`src/rtl/vga_timing_gen_if.sv`:
```
// Pixel-position / pixel-data bus between the VGA timing generator and the image block.
// The timing generator is the master: it publishes position and strobes, and the image block returns colour.
interface vga_timing_gen_if;
  logic [9:0]  h_count;
  logic [8:0]  v_count;
  logic        pix_en;
  logic        frame_start;
  logic [11:0] color_in;
  logic        active_in;

  modport master (
    output h_count, v_count, pix_en, frame_start,
    input  color_in, active_in
  );

  modport slave (
    input  h_count, v_count, pix_en, frame_start,
    output color_in, active_in
  );
endinterface

```
`src/rtl/vga_timing_gen.sv`:
```
// 640x480@60 VGA timing generator: pixel divider, h/v counters, PIPE_DLY-matched sync/blank, registered pins.
// Optional VGA_TESTBAR_EN adds a test_en input that replaces image data with 8 vertical colour bars.
module vga_timing_gen #(
  parameter int CLK_DIV   = 4,
  parameter int H_VISIBLE = 640,
  parameter int H_FRONT   = 16,
  parameter int H_SYNC    = 96,
  parameter int H_BACK    = 48,
  parameter int V_VISIBLE = 480,
  parameter int V_FRONT   = 10,
  parameter int V_SYNC    = 2,
  parameter int V_BACK    = 33,
  parameter int PIPE_DLY  = 2,
  parameter bit SYNC_POL  = 1'b0
) (
  input  logic             clk,
  input  logic             rst_n,
`ifdef VGA_TESTBAR_EN
  input  logic             test_en,
`endif
  vga_timing_gen_if.master img,
  output logic             vga_hs,
  output logic             vga_vs,
  output logic [3:0]       vga_r,
  output logic [3:0]       vga_g,
  output logic [3:0]       vga_b
);

  localparam int H_TOTAL = H_VISIBLE + H_FRONT + H_SYNC + H_BACK;
  localparam int V_TOTAL = V_VISIBLE + V_FRONT + V_SYNC + V_BACK;
  localparam int DIV_W   = (CLK_DIV > 1) ? $clog2(CLK_DIV) : 1;

  localparam logic [DIV_W-1:0] DIV_LAST = DIV_W'(CLK_DIV - 1);
  localparam logic [9:0] H_LAST  = 10'(H_TOTAL - 1);
  localparam logic [9:0] V_LAST  = 10'(V_TOTAL - 1);
  localparam logic [9:0] H_VIS   = 10'(H_VISIBLE);
  localparam logic [9:0] V_VIS   = 10'(V_VISIBLE);
  localparam logic [9:0] HS_BEG  = 10'(H_VISIBLE + H_FRONT);
  localparam logic [9:0] HS_END  = 10'(H_VISIBLE + H_FRONT + H_SYNC);
  localparam logic [9:0] VS_BEG  = 10'(V_VISIBLE + V_FRONT);
  localparam logic [9:0] VS_END  = 10'(V_VISIBLE + V_FRONT + V_SYNC);

`ifdef VGA_TESTBAR_EN
  localparam int PW = 6;
`else
  localparam int PW = 3;
`endif

  logic [DIV_W-1:0] div, div_nxt;
  logic             pix_en, frame_start;
  logic [9:0]       h_cnt, v_cnt;
  logic             de, hs_raw, vs_raw;
  logic             de_d, hs_d, vs_d;
  logic [PW-1:0]    raw_vec, dly_vec;
  logic [11:0]      rgb_nxt;

  // pix_en is registered from the next divider value so it stays low while in reset
  assign div_nxt = (div == DIV_LAST) ? '0 : div + 1'b1;

  always_ff @(posedge clk or negedge rst_n) begin
    if (!rst_n) begin
      div    <= '0;
      pix_en <= 1'b0;
    end else begin
      div    <= div_nxt;
      pix_en <= (div_nxt == DIV_LAST);
    end
  end

  always_ff @(posedge clk or negedge rst_n) begin
    if (!rst_n) begin
      h_cnt       <= '0;
      v_cnt       <= '0;
      frame_start <= 1'b0;
    end else begin
      frame_start <= pix_en && (h_cnt == H_LAST) && (v_cnt == V_LAST);
      if (pix_en) begin
        if (h_cnt == H_LAST) begin
          h_cnt <= '0;
          v_cnt <= (v_cnt == V_LAST) ? '0 : v_cnt + 10'd1;
        end else begin
          h_cnt <= h_cnt + 10'd1;
        end
      end
    end
  end

  assign de     = (h_cnt < H_VIS) && (v_cnt < V_VIS);
  assign hs_raw = (h_cnt >= HS_BEG) && (h_cnt < HS_END);
  assign vs_raw = (v_cnt >= VS_BEG) && (v_cnt < VS_END);

`ifdef VGA_TESTBAR_EN
  localparam int BAR_PX = H_VISIBLE / 8;
  logic [2:0] bar, bar_d;

  always_comb begin
    bar = '0;
    for (int k = 1; k < 8; k++)
      if (h_cnt >= 10'(k * BAR_PX)) bar = 3'(k);
  end

  assign raw_vec = {bar, vs_raw, hs_raw, de};
  assign bar_d   = dly_vec[5:3];
`else
  assign raw_vec = {vs_raw, hs_raw, de};
`endif

  assign de_d = dly_vec[0];
  assign hs_d = dly_vec[1];
  assign vs_d = dly_vec[2];

  // Cleared stages decode as blank with sync deasserted
  generate
    if (PIPE_DLY == 0) begin : g_nodly
      assign dly_vec = raw_vec;
    end else begin : g_dly
      logic [PW-1:0] stage [PIPE_DLY];
      always_ff @(posedge clk or negedge rst_n) begin
        if (!rst_n) begin
          for (int i = 0; i < PIPE_DLY; i++) stage[i] <= '0;
        end else begin
          stage[0] <= raw_vec;
          for (int i = 1; i < PIPE_DLY; i++) stage[i] <= stage[i-1];
        end
      end
      assign dly_vec = stage[PIPE_DLY-1];
    end
  endgenerate

  always_comb begin
    rgb_nxt = '0;
`ifdef VGA_TESTBAR_EN
    if (test_en) begin
      if (de_d) rgb_nxt = {{4{bar_d[2]}}, {4{bar_d[1]}}, {4{bar_d[0]}}};
    end else
`endif
    if (de_d && img.active_in) rgb_nxt = img.color_in;
  end

  always_ff @(posedge clk or negedge rst_n) begin
    if (!rst_n) begin
      vga_hs <= ~SYNC_POL;
      vga_vs <= ~SYNC_POL;
      vga_r  <= '0;
      vga_g  <= '0;
      vga_b  <= '0;
    end else begin
      vga_hs <= hs_d ? SYNC_POL : ~SYNC_POL;
      vga_vs <= vs_d ? SYNC_POL : ~SYNC_POL;
      vga_r  <= rgb_nxt[3:0];
      vga_g  <= rgb_nxt[7:4];
      vga_b  <= rgb_nxt[11:8];
    end
  end

  assign img.h_count     = h_cnt;
  assign img.v_count     = (v_cnt < V_VIS) ? v_cnt[8:0] : 9'h1FF;
  assign img.pix_en      = pix_en;
  assign img.frame_start = frame_start;

endmodule

```
`src/flat_wrapper.sv`:
```
// flat-port wrapper written by rule: the top's interface ports become plain ports
module vga_timing_gen_flat 
#(
  parameter int CLK_DIV   = 4,
  parameter int H_VISIBLE = 640,
  parameter int H_FRONT   = 16,
  parameter int H_SYNC    = 96,
  parameter int H_BACK    = 48,
  parameter int V_VISIBLE = 480,
  parameter int V_FRONT   = 10,
  parameter int V_SYNC    = 2,
  parameter int V_BACK    = 33,
  parameter int PIPE_DLY  = 2,
  parameter bit SYNC_POL  = 1'b0
)
  (clk, rst_n, vga_hs, vga_vs, vga_r, vga_g, vga_b, img_h_count, img_v_count, img_pix_en, img_frame_start, img_color_in, img_active_in);
  vga_timing_gen_if img_i ();
  input  logic clk;
  input  logic rst_n;
  output logic vga_hs;
  output logic vga_vs;
  output logic [3:0] vga_r;
  output logic [3:0] vga_g;
  output logic [3:0] vga_b;
  output wire logic [$bits(img_i.h_count)-1:0] img_h_count;
  output wire logic [$bits(img_i.v_count)-1:0] img_v_count;
  output wire logic [$bits(img_i.pix_en)-1:0] img_pix_en;
  output wire logic [$bits(img_i.frame_start)-1:0] img_frame_start;
  input wire logic [$bits(img_i.color_in)-1:0] img_color_in;
  input wire logic [$bits(img_i.active_in)-1:0] img_active_in;
  assign img_h_count = img_i.h_count;
  assign img_v_count = img_i.v_count;
  assign img_pix_en = img_i.pix_en;
  assign img_frame_start = img_i.frame_start;
  assign img_i.color_in = img_color_in;
  assign img_i.active_in = img_active_in;
  vga_timing_gen #(.CLK_DIV(CLK_DIV), .H_VISIBLE(H_VISIBLE), .H_FRONT(H_FRONT), .H_SYNC(H_SYNC), .H_BACK(H_BACK), .V_VISIBLE(V_VISIBLE), .V_FRONT(V_FRONT), .V_SYNC(V_SYNC), .V_BACK(V_BACK), .PIPE_DLY(PIPE_DLY), .SYNC_POL(SYNC_POL)) u_core (.clk(clk), .rst_n(rst_n), .img(img_i), .vga_hs(vga_hs), .vga_vs(vga_vs), .vga_r(vga_r), .vga_g(vga_g), .vga_b(vga_b));
endmodule
```
`config.mk`:
```
export PLATFORM = sky130hd
export DESIGN_NAME = vga_timing_gen_flat
export DESIGN_NICKNAME = d
export VERILOG_FILES = /design/src/rtl/vga_timing_gen_if.sv /design/src/rtl/vga_timing_gen.sv /design/src/flat_wrapper.sv
export SDC_FILE = /design/constraint.sdc
export NUM_CORES = 1
export LEC_CHECK = 0
export ABC_CLOCK_PERIOD_IN_PS = 1450
export CELL_PAD_IN_SITES_DETAIL_PLACEMENT = 1
export CELL_PAD_IN_SITES_GLOBAL_PLACEMENT = 1
export CORE_MARGIN = 2
export CORE_UTILIZATION = 34
export DETAILED_ROUTE_END_ITERATION = 16
export PLACE_DENSITY = 0.76
export SYNTH_ARGS = -nofsm -noshare
export SYNTH_HDL_FRONTEND = slang
export SYNTH_SLANG_ARGS = --single-unit
```
`constraint.sdc`:
```
create_clock -name clk -period 1.45 [get_ports clk]
set_input_delay 0.2175 -clock clk [delete_from_list [all_inputs] [get_ports clk]]
set_output_delay 0.2175 -clock clk [all_outputs]
set_load 0.05 [all_outputs]
```
Word level (Yosys, flattened, before mapping)
Cells that the tools add are included.
- register bits after elaboration: 44
- input bits: 15
- word-level logic and storage cells: 39
- add/sub/neg operators: 3
- order comparisons: 6
- equal/unequal tests: 4
- multiplexer cells: 7
- reduce and logical (&&, ||, !) cells: 7
- operator list (kind ; number):
    $add 10x1->10 const B ; 2
    $eq 10x10->1 const B ; 2
    $lt 10x10->1 const B ; 2
    $lt 10x9->1 const B ; 2
    $mux 10 ; 2
    $mux 12 ; 1
    $ge 10x10->1 const B ; 1
    $ge 10x9->1 const B ; 1
    $mux 9 ; 1
    $logic_and 1x1->1 ; 6
    $eq 2x2->1 const B ; 2
    $add 2x1->2 const B ; 1
    $mux 1 ; 2
    $mux 2 ; 1
    $reduce_and 2->1 ; 1

Longest topological paths before layout
- word-level depth: 3
- depth in mapped cells: 6
- mapped depth without buffers: 6

Least setup slack after synthesis
No wires, ideal clock.
- kind: register to register
- start: reg u_core.h_cnt[1], in the netlist u_core.img.h_count[1]
- end: reg u_core.v_cnt[9]
- data arrival time: 1.907 ns
- data required time: 1.377 ns
- path slack: -0.530 ns
- cell stages (with the launch flop): 6
- path buffers: 0
- path through: dfrtp_1 ha_1 and4_4 nand3_4 or4_4 a21oi_2
- word-level cells in the longest chain between the ends: 2
- ends and longest elaborated chain (element ; line ; RTL):
    start, declared ; vga_timing_gen.sv:51 ; logic [9:0] h_cnt, v_cnt;
    start signal, assigned ; vga_timing_gen.sv:82 ; h_cnt <= h_cnt + 10'd1;
    $eq 10x10->1 ; vga_timing_gen.sv:78 ; if (h_cnt == H_LAST) begin
    $reduce_and 2->1 (no source line) ; - ;
    end signal, assigned ; vga_timing_gen.sv:80 ; v_cnt <= (v_cnt == V_LAST) ? '0 : v_cnt + 10'd1;
    end, declared ; vga_timing_gen.sv:51 ;
Every way passes these cells.
A chain may end at the register's enable or synchronous reset.

Worst setup path in the final report
- start: reg u_core.v_cnt[7]
- end: out img_v_count[2]
- word-level cells in the longest chain between the ends: 2
- ends and longest elaborated chain (element ; line ; RTL):
    $lt 10x9->1 ; vga_timing_gen.sv:157 ; assign img.v_count = (v_cnt < V_VIS) ? v_cnt[8:0] : 9'h1FF;
    $mux 9 ; vga_timing_gen.sv:157 ;
    end, declared ; flat_wrapper.sv:26 ; output wire logic [$bits(img_i.v_count)-1:0] img_v_count;
Every way passes these cells.

==> flow_summary.ini <==
[logic_synthesis]
syn_avg_cell_area_sq_um = 11.6
syn_nets = 185
yosysSeqAreaShare = 0.580
yosysWarnings = 0
yosys_register_bits = 44
synth.distinct_cells = 36
syn_area_sq_um = 1900
synthCells = 164

[die]
fp.dieH_microns = 78.8
dieArea_sq_um = 6210
core_area_sq_um = 5440
fp-row-count = 27
fp.dieW_microns = 78.8
io_pins = 50
start_util = 0.350

[global_route]
grt_pass1_vias = 1810
grt_max_degree = 29
antenna_found_initial = 0
grt_pass1_wl_mm = 9.10
grtUsageTotal = 0.191
overflow = 0

[outcome]
violations = negative setup slack
status = finished with violations

[timing]
clock.fmax_mhz = 616
finalSetupViolations = 17
slew_viol_final = 0
finalSetupTns_ps = -1660
min_period_ps = 1620
relSlewSlack = 0.719
worst_pin_slew_ps = 422
fin_ws_ps = -174
rsz0062_at_grt = true
hold_viol_final = 0
finalClockSkew_ps = 7.57
fin_crit_sh = 1.12

[clocking]
clock_path_buffers = 2
tritoncts = yes
clkTransAtPathRegs_ps = 90
clkLatencyLatePin_ps = 300
cts_root_buf = clkbuf_8
cts_inserted_buffers = 5
htreeDepth = 2
clock_sinks = 44

[setup_path]
cp-start-kind = flip-flop
r2r-start = u_core.v_cnt[6]
worstSetupEndpointType = output port
crit_type = flip-flop to output port
cp_data_arrival_time_ps = 1410
cp.required_ps = 1230
crit_fanout = 3
startpoint = u_core.v_cnt[7]

[final_layout]
postLayoutCellArea_sq_um = 3240
final_cell_count_no_fill = 337
fin_nets = 285
final_util = 0.596
area.growth.synth_to_final_pct = 70.3
drive_gt1_frac = 0.521
diodes = 0

[route]
drt_iter0_drc = 64
first_pass_iters = 4
drc = 0
via_count = 1674
drt-total-wl_mm = 5.68
viasPerCell = 4.97
drt.antenna.violating_nets = 0
wl_per_cell_microns = 16.8

[place]
port_buffers = 49
dp.final_hpwl_mm = 3.79
gp_congestion = 0.790
placed_area_sq_um = 2910
dp.cells = 318

[power]
power.density_nw_per_um2 = 739
ir_drop_mv = 0.525
clock_power_share = 0.407
switching_share = 0.236
p_leak_nw = 1.52
power_frac_seq = 0.521
switchingPower_mw = 0.564
p_int_mw = 1.83
combPwrFrac = 0.072
power_mw = 2.39

[min_path]
worstHoldStart = u_core.dly_vec[2]
min_path_type = flip-flop to flip-flop

[job]
maxCapViolCount = 0
## kinds of logic after synthesis
group           synth area share
flops                      0.580
fa+ha+maj                 0.0394
mux                      0.00526
compound gates            0.0322
buf+inv                   0.0237
xor+xnor                  0.0598
simple gates               0.260
## worst max-delay path, cell delays in order (launching register included)
cell and delay (ps):
dfrtp_1 390, and3_4 230, nand2_1 110, buf_6 160, nand2_2 80, buf_12 140
## power by group through the flow
| stage | Clock (mW) | Sequential, mW | Combinational, mW |
|---|---|---|---|
| 6_report | 0.974 | 1.25 | 0.173 |
| 5_1_grt | 1.07 | 1.25 | 0.185 |
| 4_1_cts | 0.992 | 1.25 | 0.177 |
| 3_5_place_dp | 0 | 1.27 | 0.174 |
| 3_3_place_gp | 0 | 1.27 | 0.171 |
| 2_1_floorplan | 0 | 1.33 | 0.0134 |
## cell usage in the layout (no fill, tap or decap), types with 3 or more instances in the layout
master	synthesis	final
inv_1	8	6
buf_8	0	4
nand3_1	10	7
nor2_1	10	8
clkbuf_8	0	5
xnor2_1	8	8
nand4_1	7	7
o21ai_0	7	3
dfrtp_1	42	30
buf_4	1	50
clkdlybuf4s50_1	0	13
or2_4	0	5
buf_6	0	11
nand3_2	0	3
and3_1	13	13
xor2_1	5	5
buf_12	0	16
o21ai_1	0	4
nand2_1	9	7
dfrtp_2	0	11
ha_1	6	5
## layer usage
layer	vias up	routed length, microns	track usage
li1	769	-	-
met5	-	0	0
met2	52	2810	0.332
met4	0	143	0.0569
met3	10	268	0.0466
met1	843	2450	0.236
## final cells by class
| class | count | area (sq um) |
|---|---|---|
| well taps | 72 | 90.1 |
| multi-input cells | 109 | 861 |
| flip-flops and latches | 44 | 1120 |
| inverters | 8 | 30.0 |
| fillers | 563 | 2200 |
| repair buffers | 96 | 1020 |
| clock buffers | 5 | 68.8 |
| clock inverters | 3 | 46.3 |
## per-stage QoR
stage	hold slack [ps]	setup slack, ps
final	358	-174
after global routing	368	-226
after CTS	364	-184
after detailed placement	181	-149
after global placement	175	-84.2
after floorplan	-78.1	-313
## worst paths after layout
check / cells after the start / slack (ps) / end
worst min-delay path: 1 / 360 / u_core.vga_vs
worst max-delay path: 5 / -170 / img_v_count[2]
min in group asynchronous: 2 / 370 / u_core.dly_vec[2]
worst min register to register: 1 / 360 / u_core.vga_vs
max in group asynchronous: 3 / 520 / u_core.vga_hs
worst max register to register: 4 / -150 / u_core.v_cnt[4]
## Yosys cell counts (all sizes together)
master | n | area share
and4 | 2 | 0.011
nor3 | 3 | 0.014
or3 | 1 | 0.0033
o31ai | 1 | 0.0039
and3 | 16 | 0.055
nand2 | 9 | 0.018
xnor2 | 8 | 0.037
nor2 | 12 | 0.036
clkbuf | 2 | 0.0039
nand2b | 2 | 0.0066
a21oi | 3 | 0.0099
ha | 6 | 0.039
nor4 | 2 | 0.0066
nand3b | 1 | 0.0039
o21ai | 7 | 0.018
buf | 1 | 0.0039
nand4 | 7 | 0.023
or4 | 2 | 0.0099
and2 | 2 | 0.0066
xor2 | 5 | 0.023
dfstp | 2 | 0.028
mux2i | 1 | 0.0053
and4b | 1 | 0.0059
inv | 8 | 0.016
nand4b | 2 | 0.0092
or2 | 5 | 0.016
nand3 | 11 | 0.036
dfrtp | 42 | 0.55
## what timing repair did
action | in CTS | in global routing
resized for setup | 25 | 14
pin swaps | 10 | 11
gates cloned | 0 | 0
hold buffers | 1 | 0
endpoints found under the setup margin | 20 | 23
buffers inserted | 5 | 6
endpoints found under the hold margin | 15 | 0
## flip-flops by register name, summed over array words and instances, names as in the netlist
name,flops
u_core.img.h_count,10
u_core.v_cnt,10
u_core.vga_b,4
u_core.vga_g,4
u_core.vga_r,4
u_core.dly_vec,3
u_core.g_dly.stage,3
u_core.div,2
u_core.img.frame_start,1
u_core.img.pix_en,1
u_core.vga_hs,1
u_core.vga_vs,1
(Power assumes the default switching activity.)
